$ cat src/rtl/pll_reconfig_pkg.sv
// Shared types and register map for the PLL reconfiguration sequencer.
package pll_reconfig_pkg;

  localparam int unsigned ADDR_W = 6;
  localparam int unsigned DATA_W = 32;

  localparam logic [ADDR_W-1:0] REG_MIF_ADDR = 6'd31;
  localparam logic [ADDR_W-1:0] REG_START    = 6'd2;

  typedef enum logic [2:0] {
    StIdle,
    StWrMif,
    StGap,
    StWrStart,
    StSettle,
    StWaitLock,
    StError
  } state_e;

  function automatic logic [DATA_W-1:0] mif_data(input logic [DATA_W-1:0] sel,
                                                 input int unsigned shift,
                                                 input int unsigned base);
    return (sel << shift) + DATA_W'(base);
  endfunction

endpackage

$ cat src/rtl/sel_sync_filter.sv
// Two-flop synchroniser for a multi-bit select, followed by a stability filter that only
// accepts a value once it has been unchanged for STABLE_CYC cycles.
module sel_sync_filter #(
  parameter int unsigned SEL_W      = 2,
  parameter int unsigned STABLE_CYC = 16
) (
  input  logic             CLK_50M,
  input  logic             reset,
  input  logic [SEL_W-1:0] sel_async,
  output logic [SEL_W-1:0] sel_filt,
  output logic             sel_valid,
  output logic             sel_chg
);

  localparam int unsigned CntW = $clog2(STABLE_CYC + 1);
  localparam logic [CntW-1:0] CntLast = CntW'(STABLE_CYC - 1);

  logic [SEL_W-1:0] meta_q, sync_q, hold_q, filt_q;
  logic [CntW-1:0]  cnt_q;
  logic             valid_q, chg_q;
  logic             stable;

  assign stable = (sync_q == hold_q) && (cnt_q == CntLast);

  always_ff @(posedge CLK_50M) begin
    if (reset) begin
      meta_q  <= '0;
      sync_q  <= '0;
      hold_q  <= '0;
      filt_q  <= '0;
      cnt_q   <= '0;
      valid_q <= 1'b0;
      chg_q   <= 1'b0;
    end else begin
      meta_q <= sel_async;
      sync_q <= meta_q;
      chg_q  <= 1'b0;
      if (sync_q != hold_q) begin
        hold_q <= sync_q;
        cnt_q  <= '0;
      end else if (cnt_q != CntLast) begin
        cnt_q <= cnt_q + CntW'(1);
      end
      if (stable) begin
        filt_q  <= hold_q;
        valid_q <= 1'b1;
        // The first acceptance after reset is not a change; the reset request covers it.
        chg_q   <= valid_q && (filt_q != hold_q);
      end
    end
  end

  assign sel_filt  = filt_q;
  assign sel_valid = valid_q;
  assign sel_chg   = chg_q;

endmodule

$ cat src/rtl/pll_reconfig_seq.sv
// Sequencer that programs a PLL reconfiguration controller over Avalon-MM: selects a MIF
// profile, starts the reconfig, then waits for lock with timeout and bounded retry.
module pll_reconfig_seq
  import pll_reconfig_pkg::*;
#(
  parameter int unsigned SEL_W        = 2,
  parameter int unsigned MIF_SHIFT    = 6,
  parameter int unsigned MIF_BASE     = 0,
  parameter int unsigned STABLE_CYC   = 16,
  parameter int unsigned SETTLE_CYC   = 8,
  parameter int unsigned LOCK_TIMEOUT = 65536,
  parameter int unsigned MAX_RETRY    = 3
) (
  input  logic              CLK_50M,
  input  logic              reset,
  input  logic [SEL_W-1:0]  sel_i,
  input  logic              force_i,
  output logic              mgmt_write,
  output logic [ADDR_W-1:0] mgmt_address,
  output logic [DATA_W-1:0] mgmt_writedata,
  input  logic              mgmt_waitrequest,
  input  logic              pll_locked,
  output logic              busy,
  output logic              done,
  output logic              error,
  output logic [SEL_W-1:0]  cur_sel
);

  localparam int unsigned RetryW = $clog2(MAX_RETRY + 2);

  logic [SEL_W-1:0] filt_sel;
  logic             filt_valid, sel_chg;

  sel_sync_filter #(
    .SEL_W      (SEL_W),
    .STABLE_CYC (STABLE_CYC)
  ) u_sel_filter (
    .CLK_50M   (CLK_50M),
    .reset     (reset),
    .sel_async (sel_i),
    .sel_filt  (filt_sel),
    .sel_valid (filt_valid),
    .sel_chg   (sel_chg)
  );

  state_e            state_q, state_d;
  logic              pend_q, pend_d, pend_set, launch, accept, timeout;
  logic              lock_meta_q, lock_q;
  logic [SEL_W-1:0]  cur_sel_q, cur_sel_d;
  logic [RetryW-1:0] retry_q, retry_d;
  logic [31:0]       cnt_q, cnt_d;
  logic              write_q, write_d, done_q, done_d;
  logic [ADDR_W-1:0] addr_q, addr_d;
  logic [DATA_W-1:0] data_q, data_d;

  assign pend_set = force_i | (sel_chg & (filt_sel != cur_sel_q));
  // Launch waits for the first filtered select so the post-reset run uses a settled value.
  assign launch   = (pend_q | pend_set) & filt_valid & (state_q inside {StIdle, StError});
  assign pend_d   = launch ? 1'b0 : (pend_q | pend_set);
  assign accept   = write_q & ~mgmt_waitrequest;
  assign timeout  = (cnt_q == 32'(LOCK_TIMEOUT - 1));

  always_ff @(posedge CLK_50M) begin
    if (reset) begin
      state_q     <= StIdle;
      pend_q      <= 1'b1;
      cur_sel_q   <= '0;
      retry_q     <= '0;
      cnt_q       <= '0;
      write_q     <= 1'b0;
      addr_q      <= '0;
      data_q      <= '0;
      done_q      <= 1'b0;
      lock_meta_q <= 1'b0;
      lock_q      <= 1'b0;
    end else begin
      state_q     <= state_d;
      pend_q      <= pend_d;
      cur_sel_q   <= cur_sel_d;
      retry_q     <= retry_d;
      cnt_q       <= cnt_d;
      write_q     <= write_d;
      addr_q      <= addr_d;
      data_q      <= data_d;
      done_q      <= done_d;
      lock_meta_q <= pll_locked;
      lock_q      <= lock_meta_q;
    end
  end

  always_comb begin
    state_d   = state_q;
    cnt_d     = cnt_q;
    retry_d   = retry_q;
    cur_sel_d = cur_sel_q;
    unique case (state_q)
      StIdle, StError: begin
        if (launch) begin
          state_d   = StWrMif;
          cur_sel_d = filt_sel;
          retry_d   = '0;
        end
      end
      StWrMif:   if (accept) state_d = StGap;
      StGap:     state_d = StWrStart;
      StWrStart: begin
        if (accept) begin
          state_d = StSettle;
          cnt_d   = '0;
        end
      end
      StSettle: begin
        if (cnt_q + 32'd1 >= 32'(SETTLE_CYC)) begin
          state_d = StWaitLock;
          cnt_d   = '0;
        end else begin
          cnt_d = cnt_q + 32'd1;
        end
      end
      StWaitLock: begin
        if (lock_q) begin
          state_d = StIdle;
        end else if (timeout) begin
          if (retry_q < RetryW'(MAX_RETRY)) begin
            retry_d = retry_q + RetryW'(1);
            state_d = StWrMif;
          end else begin
            state_d = StError;
          end
        end else begin
          cnt_d = cnt_q + 32'd1;
        end
      end
      default: state_d = StIdle;
    endcase
  end

  always_comb begin
    write_d = 1'b0;
    addr_d  = addr_q;
    data_d  = data_q;
    done_d  = 1'b0;
    case (state_q)
      StWrMif: begin
        write_d = ~accept;
        addr_d  = REG_MIF_ADDR;
        data_d  = mif_data(DATA_W'(cur_sel_q), MIF_SHIFT, MIF_BASE);
      end
      StWrStart: begin
        write_d = ~accept;
        addr_d  = REG_START;
        data_d  = '0;
      end
      StWaitLock: done_d = lock_q;
      default: ;
    endcase
  end

  assign mgmt_write     = write_q;
  assign mgmt_address   = addr_q;
  assign mgmt_writedata = data_q;
  assign done           = done_q;
  assign busy           = !(state_q inside {StIdle, StError});
  assign error          = (state_q == StError);
  assign cur_sel        = cur_sel_q;

endmodule
$ cat config.mk
export PLATFORM = sky130hd
export DESIGN_NAME = pll_reconfig_seq
export DESIGN_NICKNAME = d
export VERILOG_FILES = /design/src/rtl/pll_reconfig_pkg.sv /design/src/rtl/sel_sync_filter.sv /design/src/rtl/pll_reconfig_seq.sv
export SDC_FILE = /design/constraint.sdc
export NUM_CORES = 1
export LEC_CHECK = 0
export CAP_MARGIN = 20
export CORE_MARGIN = 5
export CORE_UTILIZATION = 59
export DETAILED_ROUTE_END_ITERATION = 10
export GPL_TIMING_DRIVEN = 0
export PLACE_DENSITY = 0.92
export SYNTH_ARGS = -nofsm -noshare
export SYNTH_HDL_FRONTEND = slang
export SYNTH_SLANG_ARGS = --single-unit
$ cat constraint.sdc
create_clock -name CLK_50M -period 5.4 [get_ports CLK_50M]
set_input_delay 0.54 -clock CLK_50M [delete_from_list [all_inputs] [get_ports CLK_50M]]
set_output_delay 0.54 -clock CLK_50M [all_outputs]
set_load 0.005 [all_outputs]
==> out/metrics.yaml <==
status: "completed"
slowest_stage: "a32oi_2"
powerDensity_nw_per_um2: 248
wl_per_cell_um: 14.2
antenna_found_initial: 0
end_kind: "flip-flop"
io_pins: 51
setup_viol: 0
fin_crit_sh_pct: 61.8
arrival_ps: 3580
ys.flop_type: "dfxtp_1"
num_vias: 3342
final_layout_size_suffix_gt1_share_pct: 14.2
synth-edff-count: 0
num-fill-cells: 511
cap_violations: 0
cts_setup_buffers: 0
cts_hold_buf: 0
hpwl_um: 6080
die_h_um: 89.4
viasPerCell: 5.58
grt_pass1_wl_um: 14000
required_ps: 5650
die_x_um: 89.4
final_nets: 528
clk_path_buf_depth: 2
crit_fanout: 10
rsz0062_at_grt: "no"
grt_pass1_vias: 3063
instances_no_fill: 599
ant_nets: 0
dr.pass1.iters: 5
path_class: "reg2reg"
clk-insertion-delay-late_ps: 360
dp.cells: 583
min_period_ps: 3340
crit_chain: "ha_1, nand3_1, or3_1, buf_2, nor3_1, o21ai_0, a32oi_2, buf_2, nor2_1, a32o_1"
hold_viol_final: 0
holdWs_ps: 427
htree_num_levels: 3
drt-initial-drc-count: 422
cts_tree: "yes"
grt_overflow: 0
ys_seq_area_share_pct: 34.4
place_area_um2: 4120
syn_avg_cell_area_um2: 8.15
fin_skew_ps: 14.8
diodes: 0
hold_class: "reg2reg"
peakVddDrop_mv: 0.222
async_reset_ff_share_pct: 0
slew_headroom_pct: 51.5
synth_area_um2: 3720
grt_use_total_pct: 22.4
cp-start-kind: "flip-flop"
cts_made_buffers: 9
synth_cell_types: 56
dieArea_um2: 8000
fin_area_um2: 4320
drc_errors: 0
cts_resized: 0
rows: 29
grt_max_degree: 14
finalWeightedCongestion: 0.929
setup_tns_ps: 0
cts-root-buf: "clkbuf_8"
start_util_pct: 59.6
core-area_um2: 6240
tightest_slew_ps: 723
slew_viol_final: 0
leakagePower_uw: 0.00168
wl_um: 8480
p_total_uw: 1070
fmax_mhz: 300
crit_path_frequent_cell: "buf_2"
synthCells: 457
ys_seq_elements: 64
yosys_warnings: 0
clkSinkCount: 64
rrSetupSlack_ps: 2060
critPathMaxStageDelay_ps: 550
area_growth_syn_to_layout_pct: 16.2
io_buffers: 19
clk_pin_slew_ps: 80
## cell usage in the layout, fill, tap and decap left out, types with 11 or more instances in the layout
cell	n
a21oi_1	15
xor2_1	20
dfxtp_1	64
clkbuf_1	12
o21ai_0	11
nor3_1	16
xnor2_1	28
conb_1	31
nand2_1	26
nor4_1	12
clkdlybuf4s50_1	19
nor2b_1	15
nand3_1	15
nand4_1	13
nor2_1	65
buf_4	35
## stage by stage
step,setup WS (ps),util (%)
after floorplan,2580,-
after global placement,2110,66.0
after detailed placement,2110,66.0
after CTS,2070,69.3
after global routing,1820,69.3
final,2060,69.3
## flip-flops by register name, indices dropped and copies added (netlist names)
signal / flops
u_sel_filter.hold_q: 2
u_sel_filter.sync_q: 2
mgmt_writedata: 2
retry_q: 3
u_sel_filter.cnt_q: 5
lock_meta_q: 1
mgmt_address: 2
cur_sel: 2
done: 1
pend_q: 1
u_sel_filter.sel_filt: 2
u_sel_filter.sel_chg: 1
cnt_q: 32
state_q: 3
lock_q: 1
u_sel_filter.sel_valid: 1
u_sel_filter.meta_q: 2
mgmt_write: 1
## critical path, delay by kind of cell, from the launching register on
family                   cells  cell delay (ps)
flip-flops                   1              410
AND/OR/NAND/NOR              4              990
adder cells (fa/ha/maj)      1              220
AO/OA/AOI/OAI                3             1060
buffers and inverters        2              540
## power by group
group / total (uW) / switching [uW] / internal, uW
sequential: 498 / 11.5 / 486
combinational: 149 / 67.2 / 82.1
clock: 426 / 209 / 217
## final cells by class
type / instances / area (um2) / area share (%)
multi-input cells: 355 / 2140 / 49.5
flip-flops and latches: 64 / 1280 / 29.6
plain buffers: 58 / 374 / 8.65
repair buffers: 19 / 190 / 4.40
clock buffers: 9 / 124 / 2.86
well taps: 77 / 96.3 / 2.23
clock inverters: 7 / 78.8 / 1.82
inverters: 10 / 37.5 / 0.868
## layer usage
layer	track usage [%]	part of all wire (%)	vias up	routed length (um)
li1	-	-	1634	-
met5	0	0	-	0
met4	10.0	2.8	0	237
met1	27.9	41	1515	3480
met3	5.44	8.7	31	740
met2	36.6	47	162	4020
## final timing paths
| check | from | end | depth (start not counted) |
|---|---|---|---|
| setup / recovery | cnt_q[0] | cnt_q[1] | 10 |
| setup reg to reg | cnt_q[0] | cnt_q[1] | 10 |
| hold / removal | lock_meta_q | lock_q | 1 |
| hold reg to reg | lock_meta_q | lock_q | 1 |
## cell families after synthesis
group | count (synthesis) | share of synthesized area, %
adders and majority gates | 4 | 1.34
and+or+nand+nor | 209 | 29.7
buffers and inverters | 68 | 11.1
xor gates and xnor gates | 48 | 11.3
muxes | 7 | 1.92
other | 1 | 0.101
AOI/OAI and AO/OA | 56 | 10.2
DFF | 64 | 34.4
## cell usage after synthesis (2+ instances only)
master / count / share of area (%)
nand2_1: 26 / 2.6
ha_1: 4 / 1.3
nand4b_1: 2 / 0.47
buf_6: 2 / 0.60
dfxtp_1: 64 / 34
clkbuf_1: 12 / 1.2
mux2i_1: 6 / 1.6
inv_1: 10 / 1.0
a2111oi_0: 2 / 0.47
and3_1: 9 / 1.5
a21oi_1: 15 / 2.0
nand3_1: 15 / 2.0
nand2b_1: 5 / 0.84
nor2b_1: 15 / 2.5
a21o_1: 3 / 0.60
a32o_1: 3 / 0.81
and3b_1: 2 / 0.47
nand4_1: 13 / 2.2
nand3b_1: 2 / 0.40
nor3_1: 16 / 2.2
xnor2_1: 28 / 6.6
a31oi_1: 5 / 0.84
o21a_1: 4 / 0.81
buf_2: 7 / 0.94
or4_1: 3 / 0.60
xor2_1: 20 / 4.7
nor4_1: 12 / 2.0
buf_4: 35 / 7.1
nor2_1: 65 / 6.6
o21ai_0: 11 / 1.5
nor2_2: 2 / 0.34
nor3b_1: 5 / 1.0
a311oi_1: 3 / 0.71
or3_1: 8 / 1.3
o22ai_1: 2 / 0.34
(Power assumes the default switching activity.)
